===== src/rtl/mcs48_bus_if.sv =====
// MCS-48 core bus adapter: clock-enable divider, ALE address latch, ROM fetch FSM and XRAM access.
// Optional macro MCS48_BUS_WAIT_EN freezes the CPU clock-enable while a ROM fetch is outstanding.
module mcs48_bus_if #(
  parameter int CLK_DIV = 3,
  parameter int PA_W    = 12
) (
  input  logic            I_CLK,
  input  logic            I_RSTn,
  output logic            O_CLK_EN,
  input  logic            I_ALE,
  input  logic            I_PSENn,
  input  logic            I_RDn,
  input  logic            I_WRn,
  input  logic [7:0]      I_CPU_DB,
  output logic [7:0]      O_CPU_DB,
  input  logic [7:0]      I_P2,
  output logic [PA_W-1:0] O_ROM_A,
  output logic            O_ROM_REQ,
  input  logic            I_ROM_ACK,
  input  logic [7:0]      I_ROM_D,
  output logic [7:0]      O_XRAM_A,
  output logic [7:0]      O_XRAM_D,
  output logic            O_XRAM_WE,
  input  logic [7:0]      I_XRAM_D,
  output logic            O_ROM_LATE
);

  localparam int          CW   = 4;
  localparam logic [CW-1:0] CMAX = CW'(CLK_DIV - 1);

  typedef enum logic [1:0] {S_IDLE, S_REQ, S_HOLD} rom_st_e;

  rom_st_e          st_q;
  logic [CW-1:0]    cnt_q, cnt_d;
  logic [7:0]       addr_lo_q;
  logic [PA_W-9:0]  addr_hi_q;
  logic             psen_q, rd_q, wr_q;
  logic             psen_fall, rd_fall, wr_rise;
  logic [PA_W-1:0]  rom_a_q;
  logic [7:0]       rom_q, xd_q;
  logic             req_q, late_q, abort_q, we_q;
  logic             stall;
  logic             unused_ok;

`ifdef MCS48_BUS_WAIT_EN
  assign stall = (st_q == S_REQ);
`else
  assign stall = 1'b0;
`endif

  assign cnt_d    = stall ? cnt_q : ((cnt_q == CMAX) ? '0 : cnt_q + 1'b1);
  assign O_CLK_EN = (cnt_q == CMAX) && !stall;

  always_ff @(posedge I_CLK or negedge I_RSTn) begin
    if (!I_RSTn) cnt_q <= '0;
    else         cnt_q <= cnt_d;
  end

  assign psen_fall = psen_q & ~I_PSENn;
  assign rd_fall   = rd_q & ~I_RDn;
  assign wr_rise   = ~wr_q & I_WRn;

  // Address latch, strobe history and XRAM write path.
  always_ff @(posedge I_CLK or negedge I_RSTn) begin
    if (!I_RSTn) begin
      addr_lo_q <= '0;
      addr_hi_q <= '0;
      psen_q    <= 1'b1;
      rd_q      <= 1'b1;
      wr_q      <= 1'b1;
      xd_q      <= '0;
      we_q      <= 1'b0;
    end else begin
      if (I_ALE) begin
        addr_lo_q <= I_CPU_DB;
        addr_hi_q <= I_P2[PA_W-9:0];
      end
      psen_q <= I_PSENn;
      rd_q   <= I_RDn;
      wr_q   <= I_WRn;
      if (!I_WRn) xd_q <= I_CPU_DB;
      we_q <= wr_rise;
    end
  end

  // ROM fetch FSM; a fetch abandoned by PSEN rising still waits for the ack, then reports late.
  always_ff @(posedge I_CLK or negedge I_RSTn) begin
    if (!I_RSTn) begin
      st_q    <= S_IDLE;
      rom_a_q <= '0;
      rom_q   <= '0;
      req_q   <= 1'b0;
      late_q  <= 1'b0;
      abort_q <= 1'b0;
    end else begin
      late_q <= 1'b0;
      case (st_q)
        S_IDLE: if (psen_fall) begin
          rom_a_q <= {addr_hi_q, addr_lo_q};
          req_q   <= 1'b1;
          abort_q <= 1'b0;
          st_q    <= S_REQ;
        end
        S_REQ: begin
          if (I_PSENn) abort_q <= 1'b1;
          if (I_ROM_ACK) begin
            req_q <= 1'b0;
            if (abort_q || I_PSENn) begin
              late_q <= 1'b1;
              st_q   <= S_IDLE;
            end else begin
              rom_q <= I_ROM_D;
              st_q  <= S_HOLD;
            end
          end
        end
        S_HOLD: if (I_PSENn) st_q <= S_IDLE;
        default: st_q <= S_IDLE;
      endcase
    end
  end

  always_comb begin
    O_CPU_DB = 8'hFF;
    if (!I_RSTn)                          O_CPU_DB = 8'hFF;
    else if (st_q == S_HOLD && !I_PSENn)  O_CPU_DB = rom_q;
    else if (!I_RDn)                      O_CPU_DB = I_XRAM_D;
  end

  assign O_ROM_A    = rom_a_q;
  assign O_ROM_REQ  = req_q;
  assign O_ROM_LATE = late_q;
  assign O_XRAM_A   = addr_lo_q;
  assign O_XRAM_D   = xd_q;
  assign O_XRAM_WE  = we_q;

  // Upper port-2 bits and the read-strobe edge have no consumer in this adapter.
  assign unused_ok = ^{I_P2[7:PA_W-8], rd_fall};

endmodule


===== config.mk =====
export PLATFORM = sky130hd
export DESIGN_NAME = mcs48_bus_if
export DESIGN_NICKNAME = d
export VERILOG_FILES = /design/src/rtl/mcs48_bus_if.sv
export SDC_FILE = /design/constraint.sdc
export NUM_CORES = 1
export LEC_CHECK = 0
export CORE_AREA = 2 2 64 60
export CTS_CLUSTER_DIAMETER = 60
export DETAILED_ROUTE_END_ITERATION = 12
export DIE_AREA = 0 0 66 62
export DONT_BUFFER_PORTS = 1
export PLACE_DENSITY_LB_ADDON = 0.2
export SLEW_MARGIN = 15
export SYNTH_ARGS = -nofsm -noshare
export SYNTH_HDL_FRONTEND = slang
export SYNTH_SLANG_ARGS = --single-unit
export TNS_END_PERCENT = 50

===== constraint.sdc =====
create_clock -name I_CLK -period 4.3 [get_ports I_CLK]
set_input_delay 0.43 -clock I_CLK [delete_from_list [all_inputs] [get_ports I_CLK]]
set_output_delay 0.43 -clock I_CLK [all_outputs]
set_load 0.01 [all_outputs]

# [After elaboration in Yosys (flattened, before gate mapping)]
# Index checks and enable logic that the tools add are counted.
[totals] register_bits=52 input_bits=39 output_inout_bits=40 word_cells=54
[op_classes] n_addsub=1 n_eq_ne=7 n_mux=18 n_bitwise=5 n_reduce_logical=10
[ops] operator="$mux 8" count=3
[ops] operator="$reduce_and 3->1" count=4
[ops] operator="$mux 2" count=4
[ops] operator="$ne 2x2->1 const B" count=4
[ops] operator="$mux 1" count=7
[ops] operator="$pmux 2 s3" count=1
[ops] operator="$add 4x1->4 const B" count=1
[ops] operator="$eq 4x2->1 const B" count=1
[ops] operator="$mux 4" count=1
[ops] operator="$pmux 1 s2" count=2
[ops] operator="$not 1->1" count=3
[ops] operator="$and 1x1->1" count=2
[ops] operator="$eq 2x1->1 const B" count=1
[ops] operator="$eq 2x2->1 const B" count=1
[ops] operator="$logic_not 2->1" count=1
[ops] operator="$reduce_and 2->1" count=1
[ops] operator="$reduce_bool 2->1" count=1
[ops] operator="$logic_and 1x1->1" count=1
[ops] operator="$logic_not 1->1" count=1
[ops] operator="$logic_or 1x1->1" count=1

# [Logic depth before layout (Yosys ltp)]
[depth] word_depth=4 ltp_mapped=5 ltp_nobuf=3

# [Worst setup path after synthesis]
# No wires, ideal clock.
[synth_path] path_type="register to output" start="register st_q[0]" end="output port O_CPU_DB[0]" arrival_ns=1.339 required_time_ns=3.870 slack_ns=2.531 path_stages_with_launch=6 n_path_buf=2 path_cell_list="dfrtp_1 -> buf_6 -> or3b_2 -> clkbuf_1 -> nor2_1 -> o21ai_0"
[synth_via] elab_chain_len=4
[synth_rtl] element="start: declaration" line="33" rtl="rom_st_e st_q;"
[synth_rtl] element="start signal: assignment" line="89" rtl="st_q <= S_IDLE;"
[synth_rtl] element="start signal: assignment" line="102" rtl="st_q <= S_REQ;"
[synth_rtl] element="start signal: assignment" line="110" rtl="st_q <= S_IDLE;"
[synth_rtl] element="$eq 2x2->1" line="126" rtl="else if (st_q == S_HOLD && !I_PSENn) O_CPU_DB = rom_q;"
[synth_rtl] element="$logic_and 1x1->1" line="126"
[synth_rtl] element="$mux 8" line="126"
[synth_rtl] element="$mux 8" line="125" rtl="if (!I_RSTn) O_CPU_DB = 8'hFF;"
[synth_rtl] element="end: declaration" line="15" rtl="output logic [7:0] O_CPU_DB,"
# No other way between the ends.

# [Final worst setup path]
[layout_path] start="register st_q[0]" end="output port O_CPU_DB[7]"
# The elaborated chain is that of the path after synthesis.

==> results by stage <==
Yosys:
- The average cell area after synthesis is 14.03 sq um.
- The share of synthesized flip-flops with an asynchronous set or reset is 100.0%.
- The flip-flop and latch count after synthesis is 52.
- Summed over its instances, the top area cell type makes up 58.28% of the synthesized netlist area.
- The dominant cell by count in the synthesized netlist is dfrtp_1.
- The count of cell types in the netlist is 28.
- dfrtp_1 takes more of the synthesized area than any other cell.
- The register area share after synthesis is 60.72%.
- The number of synthesis warnings is 0.
- The number of enable flip-flop cells after synthesis is 0.
- The cell area that synthesis handed to floorplanning was 0.002147 sq mm.
- Counting instances in the post-synthesis netlist gives the leading cell types as dfrtp_1 (50), mux2_2 (33), nor2_1 (14).
- The number of standard cells after synthesis is 153.
- Synthesis produced a netlist with a net count of 192.
- For this run, the leading register cell type out of synthesis is dfrtp_1.
- In the post-synthesis netlist, the biggest area contributors are dfrtp_1 (58%), mux2_2 (17%), mux2_4 (5.6%).

Setup path:
- The delay of the slowest critical-path stage is 0.61 ns.
- The critical path goes through or3b_2 -> nor2_1 -> o21ai_0.
- The highest net fanout along the worst path is 8.
- The sort of element at the start of the critical path is a register.
- STA classifies the critical path endpoint as a primary output.
- STA puts the critical path data required time at 3.87 ns.
- The number of buffers and inverters on the critical path is 0.
- Setup slack on the worst reg-to-reg path comes out at 2.52 ns.
- The critical path is of the register to primary output type.
- In this design, the largest share of critical-path delay is due to simple AND/OR/NAND/NOR gates.
- The critical path arrival is 1.72 ns.
- The slowest stage of the critical path is the or3b_2 cell.

Timing:
- The final clock skew is 0.004040 ns.
- After routing, the total negative slack on setup checks comes to 0 ns.
- Setup repair after global routing left no endpoint under its margin.
- Dividing the final minimum period by the clock period gives 50.07%.
- The final hold violation count is 0.
- The count of final max-slew check failures is 0.
- The final critical path time including I/O delays and setup is 2.153 ns.
- The setup violation total in the final timing report is 0.
- Timing would allow up to 0.4645 GHz.
- The relative slew slack is 66.19%.
- The actual slew at the worst max-slew pin is 0.5072 ns.

Routing:
- The number of remaining DRC errors is 0.
- The ratio of routed vias to standard cells is 5.738.
- The detailed router finished its first iteration with 106 violations.
- The total via count in the routed design is 1159.
- For this block, the routed nets add up to 3622 microns of wire.
- The number of optimization iterations in the first detailed-route pass is 4.
- The remaining number of nets flagged by the antenna check after routing is 0.
- The routed length per instance is 17.93 microns.

Floorplanning:
- The floorplan die area is 0.004092 sq mm.
- The initial standard-cell utilization of the core is 60.98%.
- The I/O pin count is 79.
- From bottom edge to top edge, the die measures 62 microns.
- The total area inside the core boundary comes to 0.003521 sq mm.
- The floorplan row count is 21.
- The die width is 66 microns.

Global routing:
- The number of antenna violations at the first check in global routing is 0.
- Global routing used 17.86% of the available tracks.
- The first global-routing pass estimated 5250 microns of wire.
- The number of global-route vias before repair came to 1136.
- The total congestion overflow after global routing is 0.
- Entering global routing, the biggest net connects 53 pins.

Placement:
- The total half-perimeter wirelength after legalization and detailed placement is 2576 microns.
- Including well taps, the total number of placed cells is 192.
- The weighted congestion at the end of routability-driven global placement is 0.6942.
- The count of buffers added on input and output ports is 0.

Cells and area:
- The net count of the finished layout is 194.
- The post-synthesis to final-layout area growth is 6.119%.
- Of the cells placed in the final design, the portion with a size suffix greater than 1 is 36.54%.
- The count of placed standard cells in the final layout, fillers left out is 202.
- The repair_antennas step left the layout with diodes totalling 0.

CTS:
- The number of levels in the clock H-tree is 2.
- The clock passes through at most 2 buffers.
- The TritonCTS clock tree is done.
- Counting every sink on the clock net gives 52.
- The clock edge transition at the registers on the reported setup and hold paths is 0.09 ns.
- The later-pin clock latency in the skew report is 0.29 ns.
- Once the clock tree was built, the setup fixing pass inserted 0 buffers.
- Buffers inserted during clock tree synthesis total 5.
- The root buffer selected by CTS is clkbuf_8.
- Once the clock tree was built, the resizer swapped 0 gates to a different size.
- After clock tree synthesis, the flow added hold-fix buffers numbering 2.

Power:
- The part of the total power dissipated in combinational logic is 14.8%.
- Of the total power, registers draw 61.9%.
- Of the total power, the clock network draws 23.3%.
- The worst IR drop on VDD is 0.0003011 V.
- The design internal power is 822.4 uW.
- The analysis attributes to net switching a power of 301.8 uW.
- Total power for the finished layout comes to 1124 uW.
- In this run the static leakage power is 0.0009870 uW.
- The switching share of total power is 26.85%.
- For this design the ratio of total power to cell area is 493.4 mW/mm^2.

Hold path:
- The worst hold path belongs to the class input port to register.

Run status:
- The run finished with clean final reports.

Job:
- The number of violations of the max-capacitance limit is 0.
[cells in the final DEF (no fill, tap or decap), types with 2 or more instances in the layout]
master    count
mux2_4        8
inv_1         3
xnor2_1       2
dfstp_2       2
nor3_1        8
a21oi_1       4
nor2_1       14
mux2_2       33
o21ai_1       2
o21ai_0       6
nand2_1       2
dfrtp_1      50
clkbuf_8      5
[layout make-up]
cell class	count	area [sq um]
multi-input combinational	91	779.5
clock inverter	2	16.27
tap	46	57.56
inverter	3	11.26
clock buffer	6	72.57
fill	275	1242
sequential	52	1304
timing repair buffer	2	37.54
[through the flow]
stage	hold slack, ns	worst slack, ns	utilization (%)	area (sq um)
after global routing	0.1037	2.034	64.71	2278
after detailed placement	0.1356	2.488	61.12	2152
after floorplan	0.1344	2.531	-	2147
after global placement	0.1355	2.517	61.12	2152
after CTS	0.1110	2.154	64.71	2278
final	0.1241	2.147	64.71	2278
[flip-flops by register name, indices dropped and copies added (netlist names)]
register and count:
O_ROM_A 12, O_ROM_LATE 1, O_ROM_REQ 1, O_XRAM_A 8, O_XRAM_D 8, O_XRAM_WE 1, abort_q 1, addr_hi_q 4
cnt_q 4, psen_q 1, rom_q 8, st_q 2, wr_q 1
[power by group through the flow]
stage | Clock (uW) | Sequential, uW | Combinational (uW)
final | 261 | 696 | 167
after global routing | 286 | 712 | 183
after CTS | 272 | 697 | 170
after detailed placement | 0 | 706 | 156
after global placement | 0 | 699 | 147
after floorplan | 0 | 677 | 153
[per-layer routing]
layer	vias up	track usage, %	routed length, microns
met4	0	7.580	14
met3	2	7.748	312
li1	532	-	-
met2	43	28.86	1901
met1	582	21.44	1393
met5	-	0	0
[path summary, 6_finish.rpt]
path | start | to | cells past startpoint
hold / removal | I_PSENn | psen_q | 0
max in group asynchronous | I_RSTn | psen_q | 2
setup / recovery | st_q[0] | O_CPU_DB[7] | 3
setup reg to reg | psen_q | O_ROM_A[4] | 3
min in group asynchronous | I_RSTn | addr_hi_q[3] | 2
hold reg to reg | cnt_q[3] | cnt_q[3] | 1
[logic make-up (layout without fill, tap and decap cells)]
family                    after synthesis  in the layout  share of synthesized area (%)
xor gates and xnor gates                2              2                         0.8160
buffers and inverters                  10             13                          2.972
DFF                                    52             52                          60.72
AOI/OAI and AO/OA                      14             14                          3.555
muxes                                  41             41                          22.90
and+or+nand+nor                        34             34                          9.033
Note: power is estimated with default switching activity, not from simulation.
